--- src/rtl/game_pkg.sv ---
// Shared encodings for the ball-and-paddle match sequencer.
package game_pkg;

    localparam logic [1:0] MODE_TENNIS   = 2'b00;
    localparam logic [1:0] MODE_FOOTBALL = 2'b01;
    localparam logic [1:0] MODE_SQUASH   = 2'b10;
    localparam logic [1:0] MODE_PRACTICE = 2'b11;

    localparam logic PLAYER_P1 = 1'b0;
    localparam logic PLAYER_P2 = 1'b1;

    typedef enum logic [2:0] {
        IDLE,
        SERVE,
        PLAY,
        POINT,
        OVER
    } ctl_state_t;

    function automatic logic [4:0] sat_inc(input logic [4:0] v);
        return (v == 5'd31) ? v : v + 5'd1;
    endfunction

endpackage

--- src/rtl/match_controller_if.sv ---
// Event inputs from ball physics and the control/score bundle to video.
interface match_controller_if;

    logic       frame_tick;
    logic       start;
    logic [1:0] mode_sel;
    logic       bat_sel;
    logic       goal_l;
    logic       goal_r;
    logic       hit_p1;
    logic       hit_p2;

    logic [1:0] mode;
    logic       bat_size;
    logic [4:0] p1_score;
    logic [4:0] p2_score;
    logic       ball_en;
    logic       serve;
    logic       serve_dir;
    logic       game_over;

    modport slave (
        input  frame_tick, start, mode_sel, bat_sel,
        input  goal_l, goal_r, hit_p1, hit_p2,
        output mode, bat_size, p1_score, p2_score,
        output ball_en, serve, serve_dir, game_over
    );

    modport master (
        output frame_tick, start, mode_sel, bat_sel,
        output goal_l, goal_r, hit_p1, hit_p2,
        input  mode, bat_size, p1_score, p2_score,
        input  ball_en, serve, serve_dir, game_over
    );

endinterface

--- src/rtl/frame_timer.sv ---
// Counts frame ticks; done fires on the tick that reaches term_i.
module frame_timer (
    input  logic       clk,
    input  logic       rst,
    input  logic       clr_i,
    input  logic       tick_i,
    input  logic [7:0] term_i,
    output logic       done_o
);

    logic [7:0] cnt_q, cnt_d;

    always_comb begin
        cnt_d = cnt_q;
        if (clr_i)
            cnt_d = '0;
        else if (tick_i)
            cnt_d = cnt_q + 8'd1;
    end

    always_ff @(posedge clk) begin
        if (rst)
            cnt_q <= '0;
        else
            cnt_q <= cnt_d;
    end

    assign done_o = tick_i && !clr_i && (cnt_q == term_i - 8'd1);

endmodule

--- src/rtl/match_controller.sv ---
// Match sequencer: serve delay, ball enable, scoring and game-over hold.
module match_controller
    import game_pkg::*;
#(
    parameter int WIN_SCORE    = 11,
    parameter int SERVE_FRAMES = 60,
    parameter int OVER_FRAMES  = 180
) (
    input  logic               clk,
    input  logic               rst,
    match_controller_if.slave  bus
);

    localparam logic [4:0] WIN_T   = 5'(WIN_SCORE);
    localparam logic [7:0] SERVE_T = 8'(SERVE_FRAMES);
    localparam logic [7:0] OVER_T  = 8'(OVER_FRAMES);

    ctl_state_t state_q;
    logic       start_q;
    logic [1:0] mode_q;
    logic       bat_q;
    logic [4:0] p1_q, p2_q;
    logic       ben_q, serve_q, dir_q, over_q;
    logic       hitter_q, winner_q;

    logic       start_edge;
    logic       tmr_clr, tmr_done;
    logic [7:0] tmr_term;
    logic       point_d, winner_d, dir_d, hitter_d;
    logic       inc_p1, inc_p2;
    logic [4:0] win_score;

    assign start_edge = bus.start && !start_q;
    assign tmr_clr    = state_q inside {IDLE, PLAY, POINT};
    assign tmr_term   = (state_q == OVER) ? OVER_T : SERVE_T;
    assign win_score  = (winner_q == PLAYER_P2) ? p2_q : p1_q;

    frame_timer u_timer (
        .clk    (clk),
        .rst    (rst),
        .clr_i  (tmr_clr),
        .tick_i (bus.frame_tick),
        .term_i (tmr_term),
        .done_o (tmr_done)
    );

    // Scoring decision for the current PLAY cycle; squash uses the
    // hitter held before this cycle's hit pulses.
    always_comb begin
        point_d  = 1'b0;
        winner_d = winner_q;
        dir_d    = dir_q;
        inc_p1   = 1'b0;
        inc_p2   = 1'b0;
        hitter_d = hitter_q;
        if (bus.hit_p2)
            hitter_d = PLAYER_P2;
        else if (bus.hit_p1)
            hitter_d = PLAYER_P1;
        case (mode_q)
            MODE_SQUASH: begin
                if (bus.goal_l) begin
                    point_d  = 1'b1;
                    winner_d = hitter_q;
                    hitter_d = hitter_q;
                    dir_d    = 1'b0;
                    inc_p1   = (hitter_q == PLAYER_P1);
                    inc_p2   = (hitter_q == PLAYER_P2);
                end
            end
            MODE_PRACTICE: begin
                inc_p1   = bus.hit_p1;
                inc_p2   = bus.goal_l;
                point_d  = bus.goal_l;
                winner_d = PLAYER_P2;
                dir_d    = 1'b0;
            end
            default: begin
                if (bus.goal_l) begin
                    point_d  = 1'b1;
                    winner_d = PLAYER_P2;
                    dir_d    = 1'b1;
                    inc_p2   = 1'b1;
                end else if (bus.goal_r) begin
                    point_d  = 1'b1;
                    winner_d = PLAYER_P1;
                    dir_d    = 1'b0;
                    inc_p1   = 1'b1;
                end
            end
        endcase
    end

    always_ff @(posedge clk) begin
        if (rst) begin
            state_q  <= IDLE;
            start_q  <= 1'b1;
            mode_q   <= MODE_TENNIS;
            bat_q    <= 1'b0;
            p1_q     <= '0;
            p2_q     <= '0;
            ben_q    <= 1'b0;
            serve_q  <= 1'b0;
            dir_q    <= 1'b0;
            over_q   <= 1'b0;
            hitter_q <= PLAYER_P1;
            winner_q <= PLAYER_P1;
        end else begin
            start_q <= bus.start;
            serve_q <= 1'b0;
            unique case (state_q)
                IDLE: begin
                    mode_q <= bus.mode_sel;
                    bat_q  <= bus.bat_sel;
                    if (start_edge) begin
                        p1_q     <= '0;
                        p2_q     <= '0;
                        dir_q    <= 1'b0;
                        hitter_q <= PLAYER_P1;
                        state_q  <= SERVE;
                    end
                end
                SERVE: begin
                    if (start_edge) begin
                        state_q <= IDLE;
                    end else if (tmr_done) begin
                        state_q <= PLAY;
                        serve_q <= 1'b1;
                        ben_q   <= 1'b1;
                    end
                end
                PLAY: begin
                    if (start_edge) begin
                        state_q <= IDLE;
                        ben_q   <= 1'b0;
                    end else begin
                        hitter_q <= hitter_d;
                        dir_q    <= dir_d;
                        if (inc_p1)
                            p1_q <= sat_inc(p1_q);
                        if (inc_p2)
                            p2_q <= sat_inc(p2_q);
                        if (point_d) begin
                            state_q  <= POINT;
                            ben_q    <= 1'b0;
                            winner_q <= winner_d;
                        end
                    end
                end
                POINT: begin
                    if (start_edge) begin
                        state_q <= IDLE;
                    end else if (win_score == WIN_T) begin
                        state_q <= OVER;
                        over_q  <= 1'b1;
                    end else begin
                        state_q <= SERVE;
                    end
                end
                OVER: begin
                    if (tmr_done) begin
                        state_q <= IDLE;
                        over_q  <= 1'b0;
                    end
                end
                default: state_q <= IDLE;
            endcase
        end
    end

    assign bus.mode      = mode_q;
    assign bus.bat_size  = bat_q;
    assign bus.p1_score  = p1_q;
    assign bus.p2_score  = p2_q;
    assign bus.ball_en   = ben_q;
    assign bus.serve     = serve_q;
    assign bus.serve_dir = dir_q;
    assign bus.game_over = over_q;

endmodule
--- src/flat_wrapper.sv ---
// flat-port wrapper written by rule: the top's interface ports become plain ports
module match_controller_flat import game_pkg::*;
#(
    parameter int WIN_SCORE    = 11,
    parameter int SERVE_FRAMES = 60,
    parameter int OVER_FRAMES  = 180
)
  (clk, rst, bus_frame_tick, bus_start, bus_mode_sel, bus_bat_sel, bus_goal_l, bus_goal_r, bus_hit_p1, bus_hit_p2, bus_mode, bus_bat_size, bus_p1_score, bus_p2_score, bus_ball_en, bus_serve, bus_serve_dir, bus_game_over);
  match_controller_if bus_i ();
  input  logic clk;
  input  logic rst;
  input wire logic [$bits(bus_i.frame_tick)-1:0] bus_frame_tick;
  input wire logic [$bits(bus_i.start)-1:0] bus_start;
  input wire logic [$bits(bus_i.mode_sel)-1:0] bus_mode_sel;
  input wire logic [$bits(bus_i.bat_sel)-1:0] bus_bat_sel;
  input wire logic [$bits(bus_i.goal_l)-1:0] bus_goal_l;
  input wire logic [$bits(bus_i.goal_r)-1:0] bus_goal_r;
  input wire logic [$bits(bus_i.hit_p1)-1:0] bus_hit_p1;
  input wire logic [$bits(bus_i.hit_p2)-1:0] bus_hit_p2;
  output wire logic [$bits(bus_i.mode)-1:0] bus_mode;
  output wire logic [$bits(bus_i.bat_size)-1:0] bus_bat_size;
  output wire logic [$bits(bus_i.p1_score)-1:0] bus_p1_score;
  output wire logic [$bits(bus_i.p2_score)-1:0] bus_p2_score;
  output wire logic [$bits(bus_i.ball_en)-1:0] bus_ball_en;
  output wire logic [$bits(bus_i.serve)-1:0] bus_serve;
  output wire logic [$bits(bus_i.serve_dir)-1:0] bus_serve_dir;
  output wire logic [$bits(bus_i.game_over)-1:0] bus_game_over;
  assign bus_i.frame_tick = bus_frame_tick;
  assign bus_i.start = bus_start;
  assign bus_i.mode_sel = bus_mode_sel;
  assign bus_i.bat_sel = bus_bat_sel;
  assign bus_i.goal_l = bus_goal_l;
  assign bus_i.goal_r = bus_goal_r;
  assign bus_i.hit_p1 = bus_hit_p1;
  assign bus_i.hit_p2 = bus_hit_p2;
  assign bus_mode = bus_i.mode;
  assign bus_bat_size = bus_i.bat_size;
  assign bus_p1_score = bus_i.p1_score;
  assign bus_p2_score = bus_i.p2_score;
  assign bus_ball_en = bus_i.ball_en;
  assign bus_serve = bus_i.serve;
  assign bus_serve_dir = bus_i.serve_dir;
  assign bus_game_over = bus_i.game_over;
  match_controller #(.WIN_SCORE(WIN_SCORE), .SERVE_FRAMES(SERVE_FRAMES), .OVER_FRAMES(OVER_FRAMES)) u_core (.clk(clk), .rst(rst), .bus(bus_i));
endmodule
--- config.mk ---
export PLATFORM = sky130hd
export DESIGN_NAME = match_controller_flat
export DESIGN_NICKNAME = d
export VERILOG_FILES = /design/src/rtl/game_pkg.sv /design/src/rtl/match_controller_if.sv /design/src/rtl/frame_timer.sv /design/src/rtl/match_controller.sv /design/src/flat_wrapper.sv
export SDC_FILE = /design/constraint.sdc
export NUM_CORES = 1
export LEC_CHECK = 0
export BUFFER_PORTS_ARGS = -buffer_cell sky130_fd_sc_hd__buf_2
export CAP_MARGIN = 10
export CORE_UTILIZATION = 50
export CTS_CLUSTER_DIAMETER = 30
export DETAILED_ROUTE_END_ITERATION = 6
export PLACE_DENSITY = 0.8
export SLEW_MARGIN = 0
export SYNTH_ARGS = -nofsm -noshare
export SYNTH_HDL_FRONTEND = slang
export SYNTH_HIERARCHICAL = 1
export SYNTH_SLANG_ARGS = --single-unit
--- constraint.sdc ---
create_clock -name clk -period 3.98 [get_ports clk]
set_clock_uncertainty 0.05 [all_clocks]
set_input_delay 0.796 -clock clk [delete_from_list [all_inputs] [get_ports clk]]
set_output_delay 0.796 -clock clk [all_outputs]
set_load 0.01 [all_outputs]
==> results by group <==
Status
  • Status: complete, no violations

Setup path
  • Worst r2r src: u_core/state_q[2]$_SDFFE_PP0P_
  • Crit-path max FO: 9
  • CP endpoint: u_core/bus.ball_en$_SDFFE_PP0P_
  • Crit-path cells: nor3b_1 > inv_1 > xnor2_1 > o2111a_1 > nor4_2 > nand3b_1 > nor3_1 > nor2_1 > nor3_1
  • R2r endpoint: u_core/bus.ball_en$_SDFFE_PP0P_
  • Worst setup SP type: flip-flop
  • CP endpoint kind: flip-flop
  • Reg2Reg Depth: 9
  • CP max stage delay: 500 ps
  • Crit. Startpoint: u_core/state_q[2]$_SDFFE_PP0P_
  • CP max-delay cell: dfxtp_1
  • Crit Path Class: flip-flop to flip-flop
  • WP data required: 4130 ps
  • CP arrival: 2960 ps
  • CP most frequent cell: nor3_1
  • R2R setup slack: 1180 ps

Floorplan
  • Die ar.: 3948 um2
  • Num ports: 28
  • Die X: 62.84 um
  • Core Rows: 21
  • Initial Util: 0.5376
  • Die Y: 62.84 um
  • Core footprint: 3442 um2

Hold path
  • Hold Path Class: flip-flop to flip-flop

Yosys
  • Unique cell type count in the Yosys netlist: 48
  • Mapped Cells: 224
  • Area fraction of the dominant cell type after synthesis: 0.3354
  • Top area cells in the synthesized netlist: dfxtp_1, a21oi_1, xor2_1, ha_1, nand2_1
  • Yosys top cell by area: dfxtp_1
  • Async S/R FF share, synth: 0
  • Average size of a mapped cell: 8.261 um2
  • Yosys warns: 6
  • Cell with the most instances after synthesis: dfxtp_1
  • Prevailing post-synth register cell: dfxtp_1
  • Post-synth EDFFs: 0
  • Yosys reg bits: 31
  • Post-synthesis instance area: 1851 um2
  • Sequential share of the synthesized area: 0.3354
  • Top cells by count, synth: dfxtp_1, a21oi_1, nand2_1

Power and ir drop
  • Clock power frac: 0.418
  • Switching Share: 0.2371
  • Pleak: 0.9174 nW
  • Seq pwr share: 0.491
  • P per Cell Area: 297.2 nW/um2
  • Peak VDD IR: 340.8 uV
  • Switching power: 0.1539 mW
  • Logic pwr share: 0.091
  • Internal power: 0.4952 mW

Global route
  • Pin count of the biggest net entering global routing: 18
  • Initial antenna violation count: 0
  • Total grt overflow: 0
  • First-pass GRT wire length: 7051 um
  • All-layer global routing usage: 0.2266
  • Vias in the first global route: 1,612

STA
  • Worst setup margin: 1175 ps
  • Minimum clock period after layout: 2805 ps
  • Max Slew Vio Count: 0
  • Slew of the pin with the lowest slew margin: 735.3 ps
  • RSZ-0062 raised after global routing: no
  • Fin. Hold Viols: 0
  • Setup TNS: 0 ps
  • Relative slew slack: 0.5060
  • Final setup vio count: 0
  • Final period util: 0.7047
  • Fmax achieved: 356.5 MHz

Layout
  • Layout cells sized above 1: 0.1728
  • Layout Nets: 288
  • Area delta synth->final: 18.05%
  • Final Cell Area: 2185 um2
  • Antenna cells: 0

Placement
  • Placed instance area: 2085 um2
  • Place WS: 1281 ps
  • Gpl congestion: 0.8079
  • Post-DP HPWL: 2909 um
  • I/O Buffers: 27

CTS
  • # hold bufs at CTS: 0
  • Post-CTS Setup Bufs: 0
  • Clock latency on the worst-skew pair: 290 ps
  • Reg clk slew, reported paths: 70 ps
  • CTS tree: built
  • CTS Sinks: 31
  • Root Buffer: clkbuf_8
  • Htree depth: 2
  • CTS resizes: 0
  • Number of CTS-inserted buffers: 5
  • Max Root-Sink Buffers: 2

Detailed routing
  • TritonRoute pass-1 iters: 4
  • Routed vias/inst: 5.343
  • Initial DRC count: 126
  • DRC Markers: 0
  • Routed Antenna Nets: 0
  • Routed length per placed instance: 12.53 um
  • Drt total wl: 3984 um
  • Total number of vias: 1,699

Flow run
  • Max cap viols: 0
==> power by group through the flow <==
stage          sequential [mW]  clock, mW  combinational (mW)
6_report                 0.319      0.271              0.0588
5_1_grt                  0.320      0.291              0.0660
4_1_cts                  0.319      0.275              0.0568
3_5_place_dp             0.326          0              0.0567
3_3_place_gp             0.325          0              0.0559
2_1_floorplan            0.325          0              0.0418
==> worst min-delay path by stage <==
stage	cells after the start	endpoint	startpoint	slack (ps)
3_3_place_gp	2	u_core/bus.serve_dir$_SDFFE_PP0P_	u_core/bus.serve_dir$_SDFFE_PP0P_	410
2_1_floorplan	2	u_core/winner_q$_SDFFE_PP0P_	u_core/winner_q$_SDFFE_PP0P_	410
4_1_cts	2	u_core/bus.serve_dir$_SDFFE_PP0P_	u_core/bus.serve_dir$_SDFFE_PP0P_	410
6_report	2	u_core/bus.serve_dir$_SDFFE_PP0P_	u_core/bus.serve_dir$_SDFFE_PP0P_	410
5_1_grt	2	u_core/bus.serve_dir$_SDFFE_PP0P_	u_core/bus.serve_dir$_SDFFE_PP0P_	450
3_5_place_dp	2	u_core/bus.serve_dir$_SDFFE_PP0P_	u_core/bus.serve_dir$_SDFFE_PP0P_	390
==> cell families (layout without fill, tap and decap cells) <==
family,after synthesis,after routing,share of synthesized area
buffers and inverters,18,43,0.04057
AND/OR/NAND/NOR,99,99,0.3158
XOR/XNOR,14,14,0.06626
adder cells (fa/ha/maj),6,6,0.04057
AO/OA/AOI/OAI,48,48,0.1650
flip-flops,31,31,0.3354
multiplexers,6,6,0.03246
other,2,25,0.004058
==> critical path: cells and delay by family (launching register included) <==
family                    cells  cell delay, ps
DFF                           1             500
AOI/OAI and AO/OA             1             240
buffers and inverters         1             240
and+or+nand+nor               6            1510
xor gates and xnor gates      1             180
==> per-layer routing <==
| metal | vias to the layer above | part of all wire | global-route usage |
|---|---|---|---|
| li1 | 878 | - | - |
| met1 | 772 | 0.50 | 0.3011 |
| met2 | 45 | 0.44 | 0.3560 |
| met3 | 4 | 0.046 | 0.04927 |
| met4 | 0 | 0.012 | 0.08721 |
| met5 | - | 0 | 0 |
==> layout make-up <==
type	instances	area (um2)
clock buffer	8	100.1
fill	313	1257
inverter	8	30.03
multi-input combinational	198	1241
sequential	31	620.6
tap	46	57.56
timing repair buffer	27	135.1
==> stage by stage <==
stage                     total power, mW  cells  hold slack (ps)    util
after floorplan                    0.3666    247            412.1       -
after global placement             0.3813    310            409.5  0.6056
after detailed placement           0.3825    310            394.5  0.6056
after CTS                          0.6504    318            409.5  0.6347
after global routing               0.6766    318            447.0  0.6347
final                              0.6492    318            409.1  0.6347
==> state kept, by name, indices dropped and copies added, names as in the netlist <==
register              flops
u_core/hitter_q           1
u_core/winner_q           1
u_core/state_q            3
u_core/bus.serve_dir      1
u_core/bus.game_over      1
u_core/u_timer/cnt_q      8
u_core/bus.p1_score       5
u_core/bus.p2_score       5
u_core/start_q            1
u_core/bus.bat_size       1
u_core/bus.ball_en        1
u_core/bus.serve          1
u_core/bus.mode           2
==> layout by cell type (no fill, tap or decap), types with 2 or more instances in the layout <==
cell      synthesis  layout
o21ai_0          10      10
nor4_1            3       3
nor3b_1           3       3
or3_1             3       3
nand4_1           5       5
nor2b_1           3       3
xnor2_1           5       5
nand2_1          17      17
inv_1             8       8
and3_1            6       6
buf_2             0      27
a21oi_1          18      18
nor3_1            8       8
conb_1            2      25
nand3b_1          5       5
ha_1              6       6
or3b_1            2       2
nor2_1           15      15
a32o_2            2       2
nand2b_1          6       6
dfxtp_1          31      31
nand3_1           6       6
mux2i_1           6       6
o22ai_1           2       2
clkbuf_8          0       7
o31ai_1           3       3
a21boi_0          3       3
or2_2             4       4
a221oi_1          2       2
xor2_1            9       9
nand4b_1          4       4
Power figures use the tool's default switching activity.
